**src/rtl/truth_table_sweeper.sv**
```systemverilog
// Steps a 3-bit vector through 0..7 into an external combinational function and
// captures its response into an 8-bit truth table. Optional checker: TT_CHECK_EN.
module truth_table_sweeper #(
  parameter int unsigned SETTLE = 1
) (
  input  logic       clk,
  input  logic       reset,
  input  logic       start,
  input  logic       y_in,
`ifdef TT_CHECK_EN
  input  logic [7:0] expected,
  output logic       pass,
  output logic       fail,
`endif
  output logic [2:0] abc_out,
  output logic       busy,
  output logic       done,
  output logic [7:0] table_out
);

  typedef enum logic [1:0] {StIdle, StDrive, StSample, StDone} stateT;

  localparam logic [3:0] SettleLast = 4'(SETTLE - 1);

  stateT      stateQ, stateD;
  logic [2:0] indexQ, indexD;
  logic [3:0] cntQ, cntD;
  logic [7:0] tableQ, tableD;

`ifdef TT_CHECK_EN
  logic passQ, passD, failQ, failD;
  assign pass = passQ;
  assign fail = failQ;
`endif

  assign table_out = tableQ;

  always_ff @(posedge clk) begin
    if (reset) begin
      stateQ <= StIdle;
      indexQ <= 3'd0;
      cntQ   <= 4'd0;
      tableQ <= 8'h00;
`ifdef TT_CHECK_EN
      passQ  <= 1'b0;
      failQ  <= 1'b0;
`endif
    end else begin
      stateQ <= stateD;
      indexQ <= indexD;
      cntQ   <= cntD;
      tableQ <= tableD;
`ifdef TT_CHECK_EN
      passQ  <= passD;
      failQ  <= failD;
`endif
    end
  end

  always_comb begin
    stateD  = stateQ;
    indexD  = indexQ;
    cntD    = cntQ;
    tableD  = tableQ;
    abc_out = 3'd0;
    busy    = 1'b0;
    done    = 1'b0;
`ifdef TT_CHECK_EN
    passD   = passQ;
    failD   = failQ;
`endif
    unique case (stateQ)
      StIdle: begin
        if (start) begin
          stateD = StDrive;
          indexD = 3'd0;
          cntD   = 4'd0;
          tableD = 8'h00;
`ifdef TT_CHECK_EN
          passD  = 1'b0;
          failD  = 1'b0;
`endif
        end
      end
      StDrive: begin
        busy    = 1'b1;
        abc_out = indexQ;
        if (cntQ == SettleLast) begin
          stateD = StSample;
        end else begin
          cntD = cntQ + 4'd1;
        end
      end
      StSample: begin
        busy           = 1'b1;
        abc_out        = indexQ;
        tableD[indexQ] = y_in;
        if (indexQ == 3'd7) begin
          stateD = StDone;
`ifdef TT_CHECK_EN
          // Compare against the table including the bit captured this cycle.
          passD  = (tableD == expected);
          failD  = (tableD != expected);
`endif
        end else begin
          stateD = StDrive;
          indexD = indexQ + 3'd1;
          cntD   = 4'd0;
        end
      end
      StDone: begin
        done   = 1'b1;
        stateD = StIdle;
      end
      default: stateD = StIdle;
    endcase
  end

endmodule

```
**config.mk**
```make
export PLATFORM = sky130hd
export DESIGN_NAME = truth_table_sweeper
export DESIGN_NICKNAME = d
export VERILOG_FILES = /design/src/rtl/truth_table_sweeper.sv
export SDC_FILE = /design/constraint.sdc
export NUM_CORES = 1
export LEC_CHECK = 0
export CAP_MARGIN = 30
export CORE_UTILIZATION = 40
export CTS_BUF_LIST = sky130_fd_sc_hd__clkbuf_16
export CTS_CLUSTER_SIZE = 14
export DETAILED_ROUTE_END_ITERATION = 16
export SLEW_MARGIN = 20
export SYNTH_ARGS = -nofsm -noshare
export SYNTH_HDL_FRONTEND = slang
export SYNTH_SLANG_ARGS = --single-unit
```
**constraint.sdc**
```tcl
create_clock -name clk -period 2.2 [get_ports clk]
set_input_delay 0.22 -clock clk [delete_from_list [all_inputs] [get_ports clk]]
set_output_delay 0.22 -clock clk [all_outputs]
set_load 0.05 [all_outputs]
```
* Word-level counts from Yosys, hierarchy flattened
Cells that the tools add are included.
Word-level totals: ROM bits 0, memory bits (writable) 0, output and inout port bits 13, logic and storage cells 45, bits in latches 0, register bits 17, memories 0
Operators by class: $add $sub $neg 2, bitwise gates (word level) 0, shift operators 0, div/mod/pow operators 0, reductions and logical operators 10, multiplexer cells 19, equal/unequal tests 8, multiply operators 0, order comparisons 2
Operators with widths (count):
- $pmux W8 S2 | 1
- $mux W4 | 3
- $pmux W4 S3 | 1
- $mux W3 | 3
- $bwmux W8 | 1
- $mux W8 | 1
- $ne A2 B2 Y1 const B | 4
- $pmux W2 S4 | 1
- $mux W2 | 3
- $pmux W3 S2 | 1
- $add A4 B1 Y4 const B | 1
- $eq A2 B2 Y1 const B | 2
- $logic_not A4 Y1 | 1
- $lt A3 B4 Y1 const B | 1
- $reduce_and A2 Y1 | 2
- $reduce_and A4 Y1 | 1
- $add A3 B1 Y3 const B | 1
- $demux W1 S3 | 1
- $eq A3 B3 Y1 const B | 1
- $ge A3 B1 Y1 const B | 1
- $mux W1 | 3
- $reduce_and A3 Y1 | 1
- $reduce_bool A3 Y1 | 1
- $eq A2 B1 Y1 const B | 1
- other kinds (4) | 4

* Depth between registers and ports, before layout
Gate-level depths: netlist (run 1).
word-level depth 6, mapped depth 7, depth with buffers taken out 6

* Worst setup path before layout (run 1)
No wires, ideal clock.
path kind reg-to-output, from reg stateQ[0], to out abc_out[0], arrival 1.544 ns, data required time 1.980 ns, cell stages (with the launch flop) 4, path slack 0.436 ns, cells stage by stage dfxtp_1 -> inv_1 -> ha_1 -> and2_1
On the way: longest elaborated chain between the ends 3, elaborated cells on any way between the ends 4, classes of those cells 2 x eq/ne; 1 x mux; 1 x reduce/logical
RTL lines:
- start: declaration | RTL line 25 | stateT stateQ, stateD;
- start signal: assignment | RTL line 40 | stateQ <= StIdle;
- start signal: assignment | RTL line 49 | stateQ <= stateD;
- $eq A2 B2 Y1 / $eq A2 B1 Y1 (equally long branches) | RTL line 72 | unique case (stateQ)
- $reduce_or A2 Y1 (no source line) *
- $mux W3 * | RTL line 72
- end: declaration | RTL line 15 | output logic [2:0] abc_out,
Every way passes the cells marked *; elsewhere a longest branch is shown, timed or not.

* Worst setup path after layout (run 1)
from reg stateQ[0], to out done
On the way: longest elaborated chain between the ends 2
RTL lines:
- $eq A2 B2 Y1 | RTL line 72
- $mux W1 | RTL line 72
- end: declaration | RTL line 17 | output logic done,
No other way between the ends.

==> Flow_metrics.wiki, run 1 <==
{| class="wikitable"
! Metric !! Value
|-
| Result of the run || finished, final reports clean
|-
| Smallest hold slack || roughly 0.48 ns
|-
| Total via count in the routed design || 954
|-
| Total negative slack || 0 ns
|-
| Yosys warning count || 0
|-
| Count of endpoints failing hold in the final timing report || 0
|-
| Leakage power total || 0.000499 µW
|-
| Count of cell types in the netlist || 33
|-
| Drt wl/cell || ~13 µm
|-
| Nets || 159
|-
| Setup-violating endpoint count in the final report || 0
|-
| Count of non-filler cells in the finished layout || 175
|-
| Setup repair after global routing missed its margin || no
|-
| # DRC || 0
|-
| Number of antenna violations at the first check in global routing || 0
|-
| Die outline area || 2830 µm²
|-
| Headroom to the max-slew limit || 66.6%
|-
| Worst Hold Class || reg2reg
|-
| Combined area of all synthesized cells || about 1000 µm²
|-
| Ports placed on the boundary || 17
|-
| Post-CTS Setup Bufs || 0
|-
| Area growth from synthesis to final layout || 27.0%
|-
| Final Cycle Share || 84.7%
|-
| Maximum number of buffers from clock root to sink || 2
|-
| Gp weighted congestion || 0.774
|-
| Hold wc startpoint || table_out[3]
|-
| Crit path from || stateQ[0]
|-
| Synthesized instance count || 127
|-
| Library cell with the largest summed area after synthesis || sky130_fd_sc_hd__dfxtp_1
|-
| Horizontal die dimension || 53.2 µm
|-
| Top cell type's share of synthesized area || 32.5%
|-
| Least-Margin Pin Slew || 0.499 ns
|-
| CTS clock-pin slew for the worst setup and hold paths || 0.05 ns
|-
| Post-placement cell count || around 170
|-
| Number of buffers created by CTS || 3
|-
| Worst path required time || 1.98 ns
|-
| Fraction of final layout cells sized beyond drive strength 1 || between 10% and 20%
|-
| Most common cell after layout, fill and taps aside || sky130_fd_sc_hd__dfxtp_1
|-
| Maximum number of pins on one net before global-route repair || 20
|-
| Effective utilization at floorplan || around 42%
|-
| Master of the slowest instance on the critical path || sky130_fd_sc_hd__clkdlybuf4s50_1
|-
| Type of destination of the critical path || primary output
|-
| Vertical extent of the die || 53.2 µm
|-
| Largest incremental delay on the critical path || 0.79 ns
|-
| Timing-limited maximum frequency || 536 MHz
|-
| Post-cts hold buffer count || 0
|-
| Data arrival time of the critical path || 1.64 ns
|-
| Root cell of the clock tree || sky130_fd_sc_hd__clkbuf_16
|-
| Count of antenna diodes in the layout || 0
|-
| Final routed wirelength across all metal layers || 2210 µm
|-
| Area contributors post-synth || sky130_fd_sc_hd__dfxtp_1 32%, sky130_fd_sc_hd__ha_1 11%, sky130_fd_sc_hd__nand2b_1 5.4%
|-
| Synth Register Bits || 17
|-
| Number of port buffers || 16
|-
| Critical path fanouts, max || 6
|-
| Max Cap Viol || 0
|-
| Core region area || 2480 µm²
|-
| Gate family responsible for the most delay along the worst path || buffers and inverters
|-
| Global-route wire length before repair || between 3000 and 4000 µm
|-
| Number of levels the H-tree was split into || 1
|-
| Clock Sinks || 17
|-
| Synthesized area per cell || 8.26 µm²
|-
| Launch instance of the worst register-to-register path || stateQ[1]
|-
| Pre-antenna DRT Iters || 4
|-
| Worst Skew || about 0.0010 ns
|-
| Final slew viol count || 0
|-
| GRT overflow || 0
|-
| Critical path, cell by cell || ha_1 > clkdlybuf4s50_1
|-
| Syn_nets || 140
|-
| Commonest non-fill, non-tap cells in the layout || 17 x sky130_fd_sc_hd__dfxtp_1, 12 x sky130_fd_sc_hd__clkdlybuf4s50_1, 11 x sky130_fd_sc_hd__o21ai_0
|-
| Routed vias/inst || approximately 5.5
|-
| Peak supply drop || between 0.4 and 0.5 mV
|-
| Remaining number of nets flagged by the antenna check after routing || 0
|-
| CTS tree || done
|-
| Power density cells || 777 nW/µm²
|-
| Via count of the first global-routing pass || between 800 and 900
|-
| Type of element launching the critical path || flip-flop
|-
| Clock Latency Late Sink || about 0.25 ns
|-
| Sequential share of the synthesized area || between 30 and 40%
|-
| Total global-route track usage || approximately 18%
|-
| Worst setup path class || reg2out
|-
| Cell row count || 18
|-
| Detailed placement HPWL || about 1600 µm
|-
| Final critical-path required period || 1.86 ns
|-
| Crit path buffers/inverters || 1
|-
| 1st-iter DRT viols || 16
|}
==> layer usage <==
| metal | track usage, % | part of all wire (%) |
|---|---|---|
| met2 | 26.3 | 44 |
| met5 | 0 | 0 |
| met1 | 24.3 | 51 |
| met4 | 7.89 | 1.9 |
| met3 | 3.16 | 3.2 |
==> worst register-to-register path: stages, from the launching register on <==
cell	delay (ns)
sky130_fd_sc_hd__dfxtp_1	0.42
sky130_fd_sc_hd__inv_1	0.09
sky130_fd_sc_hd__ha_1	0.27
sky130_fd_sc_hd__and4bb_2	0.25
sky130_fd_sc_hd__a2111oi_1	0.43
sky130_fd_sc_hd__or3_1	0.18
sky130_fd_sc_hd__o31ai_1	0.06
==> logic make-up after synthesis <==
logic type / share of synthesized area, %
AND/OR/NAND/NOR: 27.8
AO/OA/AOI/OAI: 23.5
flip-flops: 32.5
buffers and inverters: 5.49
adder cells (fa/ha/maj): 10.7
==> registers in the layout (all words and copies together) (netlist names) <==
name / count
table_out: 8
stateQ: 2
cntQ: 4
indexQ: 3
==> path summary, 6_finish.rpt <==
| check | end | slack [ns] | cells past startpoint |
|---|---|---|---|
| setup reg to reg | cntQ[0] | 0.38 | 6 |
| hold / removal | table_out[3] | 0.48 | 2 |
| hold reg to reg | table_out[3] | 0.48 | 2 |
| setup / recovery | done | 0.34 | 2 |
==> final cells by class <==
class,count,area [µm²]
multi-input combinational,95,651
inverter,8,30.0
timing repair buffer,21,193
tap,30,37.5
clock inverter,1,5.00
fill,263,1150
sequential,17,340
clock buffer,3,75.1
==> stage by stage <==
stage	power (µW)	setup slack (ns)	instance area [µm²]	utilization, %
after CTS	1050	0.0674	1330	53.6
after global routing	1100	0.218	1330	53.7
after floorplan	587	0.436	1050	-
final	1030	0.336	1330	53.7
after global placement	677	0.390	1250	50.4
after detailed placement	680	0.342	1250	50.4
==> where the power goes <==
group / switching (µW) / internal, µW / total, µW
Combinational: 202 / 130 / 332
Clock: 120 / 243 / 364
Sequential: 17.4 / 322 / 339
Total: 340 / 695 / 1030
==> timing repair <==
item	4_1_cts	5_1_grt
gates resized for setup	0	1
setup endpoints to repair	0	1
endpoints found under the hold margin	0	0
==> synth_stat cells <==
| master | n |
|---|---|
| sky130_fd_sc_hd__and4bb_2 | 1 |
| sky130_fd_sc_hd__o32ai_1 | 6 |
| sky130_fd_sc_hd__nor3_1 | 2 |
| sky130_fd_sc_hd__nand3b_1 | 5 |
| sky130_fd_sc_hd__nand3b_2 | 1 |
| sky130_fd_sc_hd__buf_2 | 1 |
| sky130_fd_sc_hd__ha_1 | 9 |
| sky130_fd_sc_hd__o21ai_0 | 11 |
| sky130_fd_sc_hd__nor2b_1 | 5 |
| sky130_fd_sc_hd__or3b_4 | 1 |
| sky130_fd_sc_hd__buf_1 | 1 |
| sky130_fd_sc_hd__clkbuf_1 | 5 |
| sky130_fd_sc_hd__a21oi_2 | 1 |
| sky130_fd_sc_hd__or2_2 | 1 |
| sky130_fd_sc_hd__o21ai_1 | 1 |
| sky130_fd_sc_hd__inv_1 | 8 |
| sky130_fd_sc_hd__nor2_1 | 5 |
| sky130_fd_sc_hd__o21a_1 | 3 |
| sky130_fd_sc_hd__o31ai_1 | 1 |
| sky130_fd_sc_hd__a2111oi_1 | 1 |
| sky130_fd_sc_hd__nand3_1 | 2 |
| sky130_fd_sc_hd__or4_1 | 1 |
| sky130_fd_sc_hd__a21oi_1 | 9 |
| sky130_fd_sc_hd__nand2b_1 | 9 |
| sky130_fd_sc_hd__a211oi_1 | 1 |
| sky130_fd_sc_hd__a211o_1 | 1 |
| sky130_fd_sc_hd__a22oi_1 | 2 |
| sky130_fd_sc_hd__dfxtp_1 | 17 |
| sky130_fd_sc_hd__nand2_1 | 6 |
| sky130_fd_sc_hd__and2_1 | 5 |
| sky130_fd_sc_hd__or3_1 | 2 |
| sky130_fd_sc_hd__nand2_2 | 2 |
| sky130_fd_sc_hd__a311oi_1 | 1 |
(Power assumes the default switching activity.)
==> inputs of run 2 (changes only) <==
Clock period 2.2 ns to 1.86 ns, I/O delays scaled along.
==> Flow_metrics.wiki, run 2 (synthesis results as in run 1) <==
{| class="wikitable"
! Metric !! Value
|-
| Result of the run || finished, final reports clean (unchanged)
|-
| Fraction of final layout cells sized beyond drive strength 1 || 17.4% (was 13.1%)
|-
| Data arrival time of the critical path || 1.91 ns (was 1.64 ns)
|-
| Type of element launching the critical path || flip-flop (unchanged)
|-
| Effective utilization at floorplan || 42.3% (unchanged)
|-
| Clock network power share || 34.3% (was 35.1%)
|-
| Clock Latency Late Sink || 0.25 ns (about the same)
|-
| Total via count in the routed design || 962 (was 954)
|-
| Smallest hold slack || 0.475 ns (was 0.478 ns)
|-
| Count of endpoints failing hold in the final timing report || 0 (unchanged)
|-
| Maximum number of buffers from clock root to sink || 2 (unchanged)
|-
| Worst setup path class || reg2reg (was reg2out)
|-
| Final core utilization || 56.7% (was 53.7%)
|-
| Master of the slowest instance on the critical path || sky130_fd_sc_hd__or4_1 (was sky130_fd_sc_hd__clkdlybuf4s50_1)
|-
| Final routed wirelength across all metal layers || 2330 µm (was 2210 µm)
|-
| Number of levels the H-tree was split into || 1 (unchanged)
|-
| Headroom to the max-slew limit || 59.8% (was 66.6%)
|-
| Root cell of the clock tree || sky130_fd_sc_hd__clkbuf_16 (unchanged)
|-
| Timing-limited maximum frequency || 580 MHz
|-
| Pre-antenna DRT Iters || 4 (unchanged)
|-
| Cell-internal power || 858 µW (was 695 µW)
|-
| Area growth from synthesis to final layout || 34.0% (was 27.0%)
|-
| Ports placed on the boundary || 17 (unchanged)
|-
| Largest incremental delay on the critical path || 0.49 ns (was 0.79 ns)
|-
| Global-route wire length before repair || 3960 µm (was 3660 µm)
|-
| 1st-iter DRT viols || 17 (was 16)
|-
| Power density cells || 914 nW/µm² (was 777 nW/µm²)
|-
| Remaining number of nets flagged by the antenna check after routing || 0 (unchanged)
|-
| Switching Power || 426 µW (was 340 µW)
|-
| Max reg flops || 8 (unchanged)
|-
| Worst path required time || 2.04 ns (was 1.98 ns)
|-
| Total negative slack || 0 ns (unchanged)
|-
| Horizontal die dimension || 53.2 µm (unchanged)
|-
| Leakage power total || 0.000523 µW (was 0.000499 µW)
|-
| CTS clock-pin slew for the worst setup and hold paths || 0.05 ns (about the same)
|-
| Max Cap Viol || 0 (unchanged)
|-
| Critical path fanouts, max || 6 (unchanged)
|-
| GRT overflow || 0 (unchanged)
|-
| Cell row count || 18 (unchanged)
|-
| Total global-route track usage || 19.7% (was 17.6%)
|-
| Vertical extent of the die || 53.2 µm (unchanged)
|-
| Gp weighted congestion || 0.848 (was 0.774)
|-
| Clock Sinks || 17 (unchanged)
|-
| Worst Hold Class || reg2reg (unchanged)
|-
| Proportion of power drawn by flip-flops and latches || 30.7% (was 32.8%)
|-
| Most common cell after layout, fill and taps aside || sky130_fd_sc_hd__dfxtp_1 (unchanged)
|-
| Core region area || 2480 µm² (unchanged)
|-
| Fill count || 230 (was 263)
|-
| Die outline area || 2830 µm² (unchanged)
|-
| Sw Ratio || 33.2% (was 32.8%)
|-
| Final slew viol count || 0 (unchanged)
|-
| Via count of the first global-routing pass || 862 (was 814)
|-
| Number of port buffers || 16 (unchanged)
|-
| Least-Margin Pin Slew || 0.600 ns (was 0.499 ns)
|-
| Nets || 163 (was 159)
|-
| Final critical-path required period || 1.73 ns
|-
| Logic gate share of total power || 35.0% (was 32.1%)
|-
| CTS tree || done (unchanged)
|-
| Critical path, cell by cell || inv_1 > ha_1 > nand2b_1 > nand3b_2 > or4_1 > a21oi_1 (was ha_1 > clkdlybuf4s50_1)
|-
| Type of destination of the critical path || flip-flop (was primary output)
|-
| Routed vias/inst || 5.37 (was 5.45)
|-
| Commonest non-fill, non-tap cells in the layout || 16 x sky130_fd_sc_hd__dfxtp_1, 11 x sky130_fd_sc_hd__o21ai_0, 11 x sky130_fd_sc_hd__clkdlybuf4s50_1 (was 17 x sky130_fd_sc_hd__dfxtp_1, 12 x sky130_fd_sc_hd__clkdlybuf4s50_1, 11 x sky130_fd_sc_hd__o21ai_0)
|-
| Maximum number of pins on one net before global-route repair || 20 (unchanged)
|-
| Peak supply drop || 0.545 mV (was 0.436 mV)
|-
| Number of buffers created by CTS || 3 (unchanged)
|-
| Setup repair after global routing missed its margin || no (unchanged)
|-
| Count of antenna diodes in the layout || 0 (unchanged)
|-
| Worst Skew || 0.00315 ns (was 0.00103 ns)
|-
| Number of antenna violations at the first check in global routing || 0 (unchanged)
|-
| Drt wl/cell || 13.0 µm (was 12.6 µm)
|-
| Final Cycle Share || 92.8%
|-
| Detailed placement HPWL || 1630 µm (was 1570 µm)
|-
| # DRC || 0 (unchanged)
|-
| Setup-violating endpoint count in the final report || 0 (unchanged)
|-
| Post-cts hold buffer count || 0 (unchanged)
|}
==> run 2: per-layer routing <==
metal	vias to the layer above	track usage, %	part of all wire, %
met4	0	10.5	2.1
met5	-	0	0
met1	445	27.2	50
met2	16	29.2	45
met3	5	2.59	2.5
li1	496	-	-
==> run 2: repair_timing <==
item / 4_1_cts / 5_1_grt
setup buffers: 0 / 1
endpoints found under the setup margin: 0 / 4
resized for setup: 0 / 1
==> run 2: final cells by class <==
class                           instances  area [µm²]  share of cell area (%)
Clock buffer                            3        75.1                    5.34
Inverter                                8        30.0                    2.14
Timing Repair Buffer                   25         265                    18.9
Multi-Input combinational cell         95         651                    46.3
Tap cell                               30        37.5                    2.67
Clock inverter                          1        5.00                   0.356
Sequential cell                        17         342                    24.3
==> run 2: critical path: cells and delay by family, from the launching register on <==
kind / cells / cell delay [ns]
simple gates: 3 / 0.83
flops: 1 / 0.37
buf+inv: 1 / 0.07
compound gates: 1 / 0.15
fa+ha+maj: 1 / 0.24
==> run 2: power by group through the flow <==
| stage | clock (µW) | sequential [µW] | combinational, µW |
|---|---|---|---|
| after floorplan | 0 | 411 | 283 |
| after global placement | 0 | 399 | 445 |
| after detailed placement | 0 | 401 | 446 |
| after CTS | 452 | 393 | 451 |
| after global routing | 468 | 397 | 492 |
| final | 441 | 394 | 450 |
==> run 2: path summary, 6_finish.rpt <==
path / start / endpoint / slack, ns / depth (start not counted)
setup reg to reg: stateQ[1] / cntQ[3] / 0.13 / 6
setup / recovery: stateQ[1] / cntQ[3] / 0.13 / 6
hold / removal: table_out[6] / table_out[6] / 0.47 / 2
hold reg to reg: table_out[6] / table_out[6] / 0.47 / 2
==> run 2: metrics by stage <==
stage | cells | worst slack [ns] | total power (µW) | instance area, µm²
6_report | 179 | 0.135 | 1280 | 1410
5_1_grt | 179 | 0.0166 | 1360 | 1410
4_1_cts | 178 | 0.0680 | 1300 | 1400
3_5_place_dp | 174 | 0.0917 | 847 | 1320
3_3_place_gp | 174 | 0.149 | 844 | 1320
2_1_floorplan | 127 | 0.130 | 694 | 1050
==> inputs of run 3 (changes only) <==
Settings changed: CORE_ASPECT_RATIO set to 1.4, PLACE_DENSITY_LB_ADDON set to 0.12, SKIP_LAST_GASP set to 1.
==> Flow_metrics.wiki, run 3 (synthesis results as in run 1) <==
{| class="wikitable"
! Metric !! Value
|-
| Effective utilization at floorplan || 42.9% (was 42.3%)
|-
| Switching Power || 427 µW (was 426 µW)
|-
| Maximum number of pins on one net before global-route repair || 20 (unchanged)
|-
| Critical path fanouts, max || 6 (unchanged)
|-
| Area growth from synthesis to final layout || 34.6% (was 34.0%)
|-
| Core region area || 2440 µm² (was 2480 µm²)
|-
| 1st-iter DRT viols || 23 (was 17)
|-
| CP Depth || 6 (unchanged)
|-
| Ports placed on the boundary || 17 (unchanged)
|-
| Post-placement cell count || 178 (was 174)
|-
| Number of port buffers || 16 (unchanged)
|-
| Headroom to the max-slew limit || 67.0% (was 59.8%)
|-
| Max reg flops || 8 (unchanged)
|-
| Result of the run || finished, final reports clean (unchanged)
|-
| Smallest hold slack || 0.469 ns (was 0.475 ns)
|-
| Total global-route track usage || 17.4% (was 19.7%)
|-
| Drt wl/cell || 12.3 µm (was 13.0 µm)
|-
| Clock network power share || 33.3% (was 34.3%)
|-
| Length in cells of the worst reg-to-reg path || 6 (unchanged)
|-
| Post-cts hold buffer count || 0 (unchanged)
|-
| Max Cap Viol || 0 (unchanged)
|-
| Slack of the worst reg-to-reg path || 0.05 ns (was 0.13 ns)
|-
| CTS tree || done (unchanged)
|-
| Count of non-filler cells in the finished layout || 182 (was 179)
|-
| Die outline area || 2830 µm² (about the same)
|-
| Fraction of final layout cells sized beyond drive strength 1 || 17.6% (was 17.4%)
|-
| Vertical extent of the die || 62.6 µm (was 53.2 µm)
|-
| Horizontal die dimension || 45.3 µm (was 53.2 µm)
|-
| Root cell of the clock tree || sky130_fd_sc_hd__clkbuf_16 (unchanged)
|-
| Type of element launching the critical path || flip-flop (unchanged)
|-
| Crit path buffers/inverters || 1 (unchanged)
|-
| Launch instance of the worst register-to-register path || stateQ[0] (was stateQ[1])
|-
| Total via count in the routed design || 961 (was 962)
|-
| Cell row count || 21 (was 18)
|-
| Clock Latency Late Sink || 0.24 ns (was 0.25 ns)
|-
| Routed vias/inst || 5.28 (was 5.37)
|-
| Most common cell after layout, fill and taps aside || sky130_fd_sc_hd__dfxtp_1 (unchanged)
|-
| Final Cycle Share || 97.2% (was 92.8%)
|-
| Setup-violating endpoint count in the final report || 0 (unchanged)
|-
| Gate family responsible for the most delay along the worst path || simple AND/OR/NAND/NOR gates (unchanged)
|-
| CTS-repair resized insts || 0 (unchanged)
|-
| Leakage power total || 0.000521 µW (was 0.000523 µW)
|-
| Worst Skew || 0.00156 ns (was 0.00315 ns)
|-
| CTS clock-pin slew for the worst setup and hold paths || 0.05 ns (about the same)
|-
| Final slew viol count || 0 (unchanged)
|-
| Worst setup path class || reg2reg (unchanged)
|-
| Via count of the first global-routing pass || 888 (was 862)
|-
| Commonest non-fill, non-tap cells in the layout || 17 x sky130_fd_sc_hd__dfxtp_1, 11 x sky130_fd_sc_hd__o21ai_0, 11 x sky130_fd_sc_hd__clkdlybuf4s50_1 (was 16 x sky130_fd_sc_hd__dfxtp_1, 11 x sky130_fd_sc_hd__o21ai_0, 11 x sky130_fd_sc_hd__clkdlybuf4s50_1)
|-
| Global-route wire length before repair || 3790 µm (was 3960 µm)
|-
| Number of buffers created by CTS || 3 (unchanged)
|-
| Final routed wirelength across all metal layers || 2240 µm (was 2330 µm)
|-
| Clock Sinks || 17 (unchanged)
|-
| GRT overflow || 0 (unchanged)
|-
| Count of antenna diodes in the layout || 0 (unchanged)
|-
| Number of levels the H-tree was split into || 1 (unchanged)
|-
| Critical path, cell by cell || inv_1 > ha_1 > nand2b_1 > nand3b_2 > or4_1 > a21oi_1 (unchanged)
|-
| Final critical-path required period || 1.81 ns (was 1.73 ns)
|-
| Peak supply drop || 0.750 mV (was 0.545 mV)
|-
| Post-CTS Setup Bufs || 0 (unchanged)
|-
| Remaining number of nets flagged by the antenna check after routing || 0 (unchanged)
|-
| Pre-antenna DRT Iters || 4 (unchanged)
|-
| Crit path from || stateQ[0] (was stateQ[1])
|-
| Worst Hold Class || reg2reg (unchanged)
|-
| Post-layout power || 1290 µW (was 1280 µW)
|-
| Type of destination of the critical path || flip-flop (unchanged)
|-
| Least-Margin Pin Slew || 0.494 ns (was 0.600 ns)
|-
| Cell-internal power || 866 µW (was 858 µW)
|-
| Logic gate share of total power || 35.8% (was 35.0%)
|-
| Fill count || 234 (was 230)
|-
| Worst path required time || 2.04 ns (about the same)
|-
| Nets || 162 (was 163)
|-
| Proportion of power drawn by flip-flops and latches || 30.9% (was 30.7%)
|-
| Final core utilization || 57.8% (was 56.7%)
|-
| Sw Ratio || 33.0% (was 33.2%)
|-
| Data arrival time of the critical path || 1.98 ns (was 1.91 ns)
|-
| # DRC || 0 (unchanged)
|-
| Detailed placement HPWL || 1670 µm (was 1630 µm)
|-
| Master of the slowest instance on the critical path || sky130_fd_sc_hd__or4_1 (unchanged)
|-
| Number of antenna violations at the first check in global routing || 0 (unchanged)
|-
| Endpoint of the lowest-slack register-to-register path || cntQ[3] (unchanged)
|-
| Largest incremental delay on the critical path || 0.48 ns (was 0.49 ns)
|-
| Endpoint of the worst setup timing path || cntQ[3] (unchanged)
|-
| Gp weighted congestion || 0.811 (was 0.848)
|-
| Power density cells || 917 nW/µm² (was 914 nW/µm²)
|-
| Count of endpoints failing hold in the final timing report || 0 (unchanged)
|-
| Setup repair after global routing missed its margin || yes (was no)
|-
| Timing-limited maximum frequency || 553 MHz (was 580 MHz)
|-
| Maximum number of buffers from clock root to sink || 2 (unchanged)
|}
-- run 3: cell types whose count changed in the layout (fill, tap and decap cells not counted) --
| cell | change |
|---|---|
| sky130_fd_sc_hd__dfxtp_2 | -1 |
| sky130_fd_sc_hd__a2111oi_1 | -1 |
| sky130_fd_sc_hd__nor3_1 | -1 |
| sky130_fd_sc_hd__dfxtp_1 | +1 |
| sky130_fd_sc_hd__buf_4 | -1 |
| sky130_fd_sc_hd__a2111oi_2 | +1 |
| sky130_fd_sc_hd__nor3_2 | +1 |
-- run 3: through the flow --
step                setup slack, ns  area (µm²)  TNS [ns]
detailed placement           0.0626        1320         0
finish                       0.0523        1410         0
floorplan                     0.130        1050         0
CTS                          0.0390        1400         0
global route                -0.0679        1410   -0.0940
global placement              0.150        1320         0
-- run 3: tightest hold or removal path: stages (launching register included) --
cell and delay, ns:
sky130_fd_sc_hd__dfxtp_1 0.30, sky130_fd_sc_hd__inv_1 0.04, sky130_fd_sc_hd__o32ai_1 0.07
-- run 3: power groups by stage --
stage / Combinational, µW / Sequential (µW) / Clock, µW
finish: 464 / 400 / 430
global route: 496 / 401 / 463
CTS: 452 / 400 / 438
detailed placement: 450 / 408 / 0
global placement: 444 / 405 / 0
floorplan: 283 / 411 / 0
-- run 3: per-layer routing --
metal / GRT usage (%) / wire, µm
met5: 0 / 0
met4: 6.82 / 21
met3: 2.60 / 41
met2: 29.7 / 1180
met1: 20.7 / 989
-- run 3: area by class of cell --
cell class,instances,area (µm²),share of cell area [%]
Multi-Input combinational cell,95,661,46.8
Sequential cell,17,340,24.1
Clock inverter,1,5.00,0.355
Timing Repair Buffer,24,258,18.3
Tap cell,34,42.5,3.01
Inverter,8,30.0,2.13
Clock buffer,3,75.1,5.32
-- run 3: worst min-delay path by stage --
stage | slack (ns) | end | start | cells past startpoint
CTS | 0.47 | table_out[7] | table_out[7] | 2
global route | 0.51 | table_out[6] | table_out[6] | 2
floorplan | 0.44 | table_out[4] | reset | 3
finish | 0.47 | table_out[7] | table_out[7] | 2
global placement | 0.46 | table_out[6] | table_out[6] | 2
detailed placement | 0.46 | table_out[7] | table_out[7] | 2
